## config.mk

```make
export PLATFORM = sky130hd
export DESIGN_NAME = lcd_scanout
export DESIGN_NICKNAME = d
export VERILOG_FILES = /design/src/rtl/lcd_pkg.sv /design/src/rtl/nes_palette_rom.sv /design/src/rtl/lcd_scanout.sv
export SDC_FILE = /design/constraint.sdc
export NUM_CORES = 1
export LEC_CHECK = 0
export CAP_MARGIN = 20
export CORE_AREA = 2 2 110 101
export DETAILED_ROUTE_END_ITERATION = 10
export DIE_AREA = 0 0 112 103
export PLACE_DENSITY = 0.6
export SLEW_MARGIN = 20
export SYNTH_ARGS = -nofsm -noshare
export SYNTH_HDL_FRONTEND = slang
export SYNTH_SLANG_ARGS = --single-unit
```

## constraint.sdc

```tcl
create_clock -name i_lcd_clk -period 2.2 [get_ports i_lcd_clk]
set_clock_uncertainty 0.2 [all_clocks]
set_input_delay 0.55 -clock i_lcd_clk [delete_from_list [all_inputs] [get_ports i_lcd_clk]]
set_output_delay 0.55 -clock i_lcd_clk [all_outputs]
set_load 0.03 [all_outputs]
```

## src/rtl/lcd_pkg.sv

```systemverilog
// lcd_pkg: shared definitions for the LCD scan-out path.
//   - Default 480x272 panel timing and NES image placement.
//   - RGB width/type and the 64-entry NES palette (index -> 24-bit {R,G,B}).
package lcd_pkg;

  localparam int unsigned LcdHActive = 480;
  localparam int unsigned LcdHFp     = 2;
  localparam int unsigned LcdHSync   = 41;
  localparam int unsigned LcdHBp     = 2;
  localparam int unsigned LcdVActive = 272;
  localparam int unsigned LcdVFp     = 2;
  localparam int unsigned LcdVSync   = 10;
  localparam int unsigned LcdVBp     = 2;
  localparam int unsigned LcdImgX0   = 112;
  localparam int unsigned LcdImgY0   = 16;

  // NES frame size in the video buffer
  localparam int unsigned ImgW = 256;
  localparam int unsigned ImgH = 240;

  localparam int unsigned RgbWidth = 24;
  typedef logic [RgbWidth-1:0] rgb_t;

  localparam rgb_t NesPalette [64] = '{
    24'h7C7C7C, 24'h0000FC, 24'h0000BC, 24'h4428BC, 24'h940084, 24'hA80020, 24'hA81000, 24'h881400,
    24'h503000, 24'h007800, 24'h006800, 24'h005800, 24'h004058, 24'h000000, 24'h000000, 24'h000000,
    24'hBCBCBC, 24'h0078F8, 24'h0058F8, 24'h6844FC, 24'hD800CC, 24'hE40058, 24'hF83800, 24'hE45C10,
    24'hAC7C00, 24'h00B800, 24'h00A800, 24'h00A844, 24'h008888, 24'h000000, 24'h000000, 24'h000000,
    24'hF8F8F8, 24'h3CBCFC, 24'h6888FC, 24'h9878F8, 24'hF878F8, 24'hF85898, 24'hF87858, 24'hFCA044,
    24'hF8B800, 24'hB8F818, 24'h58D854, 24'h58F898, 24'h00E8D8, 24'h787878, 24'h000000, 24'h000000,
    24'hFCFCFC, 24'hA4E4FC, 24'hB8B8F8, 24'hD8B8F8, 24'hF8B8F8, 24'hF8A4C0, 24'hF0D0B0, 24'hFCE0A8,
    24'hF8D878, 24'hD8F878, 24'hB8F8B8, 24'hB8F8D8, 24'h00FCFC, 24'hF8D8F8, 24'h000000, 24'h000000
  };

endpackage

```

## src/rtl/nes_palette_rom.sv

```systemverilog
// nes_palette_rom: registered NES palette lookup (last pipeline stage).
//   clk_i   - pixel clock
//   rst_i   - synchronous active-high reset, clears the output
//   valid_i - pixel lies inside the NES image; otherwise the output is black
//   idx_i   - 6-bit NES palette index
//   rgb_o   - registered 24-bit {R,G,B}
module nes_palette_rom
  import lcd_pkg::*;
(
  input  logic       clk_i,
  input  logic       rst_i,
  input  logic       valid_i,
  input  logic [5:0] idx_i,
  output rgb_t       rgb_o
);

  rgb_t rgb_d, rgb_q;

  always_comb begin
    rgb_d = '0;
    if (valid_i) begin
      rgb_d = NesPalette[idx_i];
    end
  end

  always_ff @(posedge clk_i) begin
    if (rst_i) begin
      rgb_q <= '0;
    end else begin
      rgb_q <= rgb_d;
    end
  end

  assign rgb_o = rgb_q;

endmodule

```

## src/rtl/lcd_scanout.sv

```systemverilog
// lcd_scanout: LCD panel timing generator and NES frame scan-out.
//   i_lcd_clk     - pixel clock (single clock domain)
//   i_rst         - synchronous active-high reset
//   i_wbank       - bank the PPU is writing; we read the other one
//   o_raddr       - buffer read address {bank, y, x}
//   i_rdata       - buffer data, valid one clock after o_raddr
//   o_hsync       - active-low horizontal sync
//   o_vsync       - active-low vertical sync
//   o_de          - data enable on visible panel pixels
//   o_rgb         - {R,G,B}, black outside the NES image
//   o_frame_start - one-clock pulse on the first visible pixel of a frame
// Pipeline: T0 counters, T1 address, T2 RAM data, T3 colour. Syncs and enables
// are delayed three clocks so they line up with o_rgb.
module lcd_scanout
  import lcd_pkg::*;
#(
  parameter int unsigned H_ACTIVE = LcdHActive,
  parameter int unsigned H_FP     = LcdHFp,
  parameter int unsigned H_SYNC   = LcdHSync,
  parameter int unsigned H_BP     = LcdHBp,
  parameter int unsigned V_ACTIVE = LcdVActive,
  parameter int unsigned V_FP     = LcdVFp,
  parameter int unsigned V_SYNC   = LcdVSync,
  parameter int unsigned V_BP     = LcdVBp,
  parameter int unsigned IMG_X0   = LcdImgX0,
  parameter int unsigned IMG_Y0   = LcdImgY0
) (
  input  logic                i_lcd_clk,
  input  logic                i_rst,
  input  logic                i_wbank,
  output logic [16:0]         o_raddr,
  input  logic [7:0]          i_rdata,
  output logic                o_hsync,
  output logic                o_vsync,
  output logic                o_de,
  output logic [RgbWidth-1:0] o_rgb,
  output logic                o_frame_start
);

  localparam int unsigned HTotal = H_ACTIVE + H_FP + H_SYNC + H_BP;
  localparam int unsigned VTotal = V_ACTIVE + V_FP + V_SYNC + V_BP;
  localparam int unsigned HW     = $clog2(HTotal);
  localparam int unsigned VW     = $clog2(VTotal);

  localparam logic [HW-1:0] HLast = HW'(HTotal - 1);
  localparam logic [VW-1:0] VLast = VW'(VTotal - 1);

  typedef struct packed {
    logic hsync_n;
    logic vsync_n;
    logic de;
    logic frame_start;
  } side_t;

  localparam side_t SideIdle = '{hsync_n: 1'b1, vsync_n: 1'b1, de: 1'b0, frame_start: 1'b0};

  logic [HW-1:0] hcnt_d, hcnt_q;
  logic [VW-1:0] vcnt_d, vcnt_q;
  logic          rbank_d, rbank_q;
  logic [16:0]   raddr_d, raddr_q;
  side_t         side0, side1_q, side2_q, side3_q;
  logic          img0, img1_q, img2_q;

  logic [31:0] h32, v32;
  logic [7:0]  x0, y0;
  logic        frame_end;

  // Only the palette index matters; the top two data bits are don't-care.
  logic unused_rdata_hi;
  assign unused_rdata_hi = ^i_rdata[7:6];

  // T0 decode, done at 32 bits so small test geometries never truncate limits.
  always_comb begin
    h32 = 32'(hcnt_q);
    v32 = 32'(vcnt_q);

    side0.de          = (h32 < H_ACTIVE) && (v32 < V_ACTIVE);
    side0.hsync_n     = !((h32 >= H_ACTIVE + H_FP) && (h32 < H_ACTIVE + H_FP + H_SYNC));
    side0.vsync_n     = !((v32 >= V_ACTIVE + V_FP) && (v32 < V_ACTIVE + V_FP + V_SYNC));
    side0.frame_start = (hcnt_q == '0) && (vcnt_q == '0);

    img0 = side0.de && (h32 >= IMG_X0) && (h32 < IMG_X0 + ImgW)
                    && (v32 >= IMG_Y0) && (v32 < IMG_Y0 + ImgH);
    x0   = 8'(h32 - IMG_X0);
    y0   = 8'(v32 - IMG_Y0);
  end

  always_comb begin
    frame_end = (hcnt_q == HLast) && (vcnt_q == VLast);

    hcnt_d = hcnt_q + 1'b1;
    vcnt_d = vcnt_q;
    if (hcnt_q == HLast) begin
      hcnt_d = '0;
      vcnt_d = (vcnt_q == VLast) ? '0 : vcnt_q + 1'b1;
    end

    // Bank only flips at the frame boundary so a frame is never torn.
    rbank_d = frame_end ? ~i_wbank : rbank_q;

    // Address holds outside the image window.
    raddr_d = img0 ? {rbank_q, y0, x0} : raddr_q;
  end

  always_ff @(posedge i_lcd_clk) begin
    if (i_rst) begin
      hcnt_q  <= '0;
      vcnt_q  <= '0;
      rbank_q <= 1'b1;
      raddr_q <= '0;
      side1_q <= SideIdle;
      side2_q <= SideIdle;
      side3_q <= SideIdle;
      img1_q  <= 1'b0;
      img2_q  <= 1'b0;
    end else begin
      hcnt_q  <= hcnt_d;
      vcnt_q  <= vcnt_d;
      rbank_q <= rbank_d;
      raddr_q <= raddr_d;
      side1_q <= side0;
      side2_q <= side1_q;
      side3_q <= side2_q;
      img1_q  <= img0;
      img2_q  <= img1_q;
    end
  end

  // T3: colour register, aligned with side3_q.
  nes_palette_rom u_palette (
    .clk_i   (i_lcd_clk),
    .rst_i   (i_rst),
    .valid_i (img2_q),
    .idx_i   (i_rdata[5:0]),
    .rgb_o   (o_rgb)
  );

  assign o_raddr       = raddr_q;
  assign o_hsync       = side3_q.hsync_n;
  assign o_vsync       = side3_q.vsync_n;
  assign o_de          = side3_q.de;
  assign o_frame_start = side3_q.frame_start;

endmodule

```

==> flow_summary.toml <==
[run_status]
status = "finished clean"

[synthesis]
seq_area_frac_synth_pct = 34.1
syn_inst = 498
netlist-cell-type-count = 60
ys_async_sr_fraction_pct = 0
syn_area_per_cell_um2 = 8.13
synthFlopType = "dfxtp_1"
synth-edff-count = 0
yosysWarnings = 0
syn-cell-area_mm2 = 0.00405
synth_top_area_share_pct = 34.1
synth-seq-cells = 69
yosys.area.top_type = "dfxtp_1"
ys_top_cells_by_area = "dfxtp_1 (34%), ha_1 (7.4%), nor2_1 (6.2%)"

[grt]
grt_pass1_vias = 3761
antenna_found_initial = 0
grt-ovfl-total = 0
track_usage_pct = 21.4
grt_max_degree = 26
grt_pass1_wl_um = 19400

[power_and_ir_drop]
power_mw = 3.10
p_per_area_mw_per_mm2 = 531
peakVddDrop_v = 0.000472
p_leak_nw = 2.36

[detailed_routing]
vias = 4073
drt-wirelength-per-cell_um = 16.2
dr.pass1.iters = 5
final_antenna_net_count = 0
drc_errors = 0
wl_um = 12300
via_per_inst = 5.34
drtIter0Drc = 318

[cts]
ctsHoldBuffers = 0
clk_latency_ps = 340
cts.clk_slew.worst_paths_ps = 60
cts.path.max_buffers = 2
cts_buffers = 9
htree_num_levels = 3
root_buffer = "clkbuf_16"
clkSinkCount = 69
cts_tree = "built"

[timing]
final.period_utilization_pct = 97.5
final.min_clock_period_ps = 2140
rsz0062_at_grt = "yes"
fin_setup_tns_ps = 0
max_freq_ghz = 0.466
finalSetupViolCount = 0
hold_viol = 0
drv_slew = 0

[critical_path]
slowest_delay_ps = 690
end_kind = "output port"
crit_type = "flip-flop to output port"
reg2reg_slack_ps = 60
rr_worst_depth = 9
crit_cells = 1
crit_buf_inv = 1
slowest_stage = "clkdlybuf4s50_1"
reg2reg_from = "hcnt_q[1]"
required_ps = 1450
path_cells = "clkdlybuf4s50_1"
start_kind = "flip-flop"
critPathCapture = "o_rgb[21]"
critPathMaxFanout = 1
arrival_ps = 1390
setup.worst_path.start = "u_palette.rgb_o[21]"
cp_top_family = "buffers and inverters"
timing.rr.end = "o_raddr[3]"

[floorplanning]
rows = 36
start_util_pct = 38.4
design.portCount = 56
die_x_um = 112
die_h_um = 103
core-area_mm2 = 0.0105
die_area_mm2 = 0.0115

[cells_and_area]
antennaDiodeCount = 0
drive_gt1_share_pct = 27.1
finalNetCount = 660
layout_commonest_cell = "buf_4"
fillers = 978
mostFrequentLayoutCells = "buf_4 (99), nor2_1 (67), dfxtp_1 (66)"
utilization_pct = 55.4
syn2layout_area_growth_pct = 44.1

[job]
drv_cap = 0

[placed_design]
post-dp-hpwl_um = 8740
portBuffers = 47
place_congestion = 0.909

[min_path]
hp-class = "flip-flop to flip-flop"
sequential cells by signal, indices dropped and copies added, names as in the netlist:
signal           cells
u_palette.rgb_o     18
vcnt_q               9
img2_q               1
o_raddr             17
hcnt_q              10
side2_q              4
o_vsync              1
o_de                 1
o_hsync              1
img1_q               1
rbank_q              1
side1_q              4
o_frame_start        1
layer usage:
| metal | track usage (%) | share of wire, % |
|---|---|---|
| met1 | 30.4 | 48 |
| met2 | 31.8 | 45 |
| met5 | 0 | 0 |
| met4 | 9.01 | 1.5 |
| met3 | 4.17 | 5.4 |
worst min-delay path by stage:
stage	depth (start not counted)	slack (ps)	endpoint	start
detailed placement	1	190	side2_q[2]	side1_q[2]
global route	1	220	side2_q[2]	side1_q[2]
global placement	1	190	o_vsync	side2_q[2]
floorplan	1	190	o_hsync	side2_q[3]
CTS	1	210	o_hsync	side2_q[3]
finish	1	210	side2_q[3]	side1_q[3]
repair_timing:
item                                    CTS  global route
pin swaps                                 8            16
endpoints found under the setup margin   30            39
gates resized for setup                  33            27
gates cloned                              2             0
buffers inserted                          4             1
Yosys cell counts, drive strengths merged (13+ instances only):
| library cell | n |
|---|---|
| clkbuf | 24 |
| ha | 24 |
| nand2 | 35 |
| nand3 | 14 |
| dfxtp | 69 |
| a211oi | 18 |
| buf | 20 |
| a21oi | 30 |
| inv | 17 |
| mux2i | 17 |
| o21ai | 25 |
| nor3 | 13 |
| nor2b | 17 |
| nor2 | 68 |
through the flow:
step	instance area, um^2	worst slack [ps]	hold WS [ps]	cells
final	5840	55.2	208	763
after global routing	5840	-42.9	222	763
after CTS	5770	-17.8	208	764
after detailed placement	5310	-505	194	742
after global placement	5310	-466	192	742
after floorplan	4070	38.8	189	503
power breakdown:
part           internal [mW]  switching [mW]  leakage, nW
clock network          0.759           0.548        0.123
logic                  0.242           0.284         1.68
registers               1.26         0.00542        0.560
kinds of logic after synthesis:
family	after synthesis	synth area share, %
and+or+nand+nor	186	22.4
AOI/OAI and AO/OA	120	20.1
DFF	69	34.1
buffers and inverters	62	7.17
adders and majority gates	24	7.41
muxes	19	5.04
xor gates and xnor gates	17	3.68
other	1	0.0926
final cells by class:
class | instances | area, um^2 | share of cell area [%]
Timing Repair Buffer | 155 | 1370 | 23.5
Clock inverter | 4 | 25.0 | 0.429
Multi-Input combinational cell | 372 | 2580 | 44.2
Clock buffer | 12 | 236 | 4.05
Sequential cell | 69 | 1390 | 23.8
Inverter | 18 | 67.6 | 1.16
Tap cell | 133 | 166 | 2.85
Power figures use the tool's default switching activity.
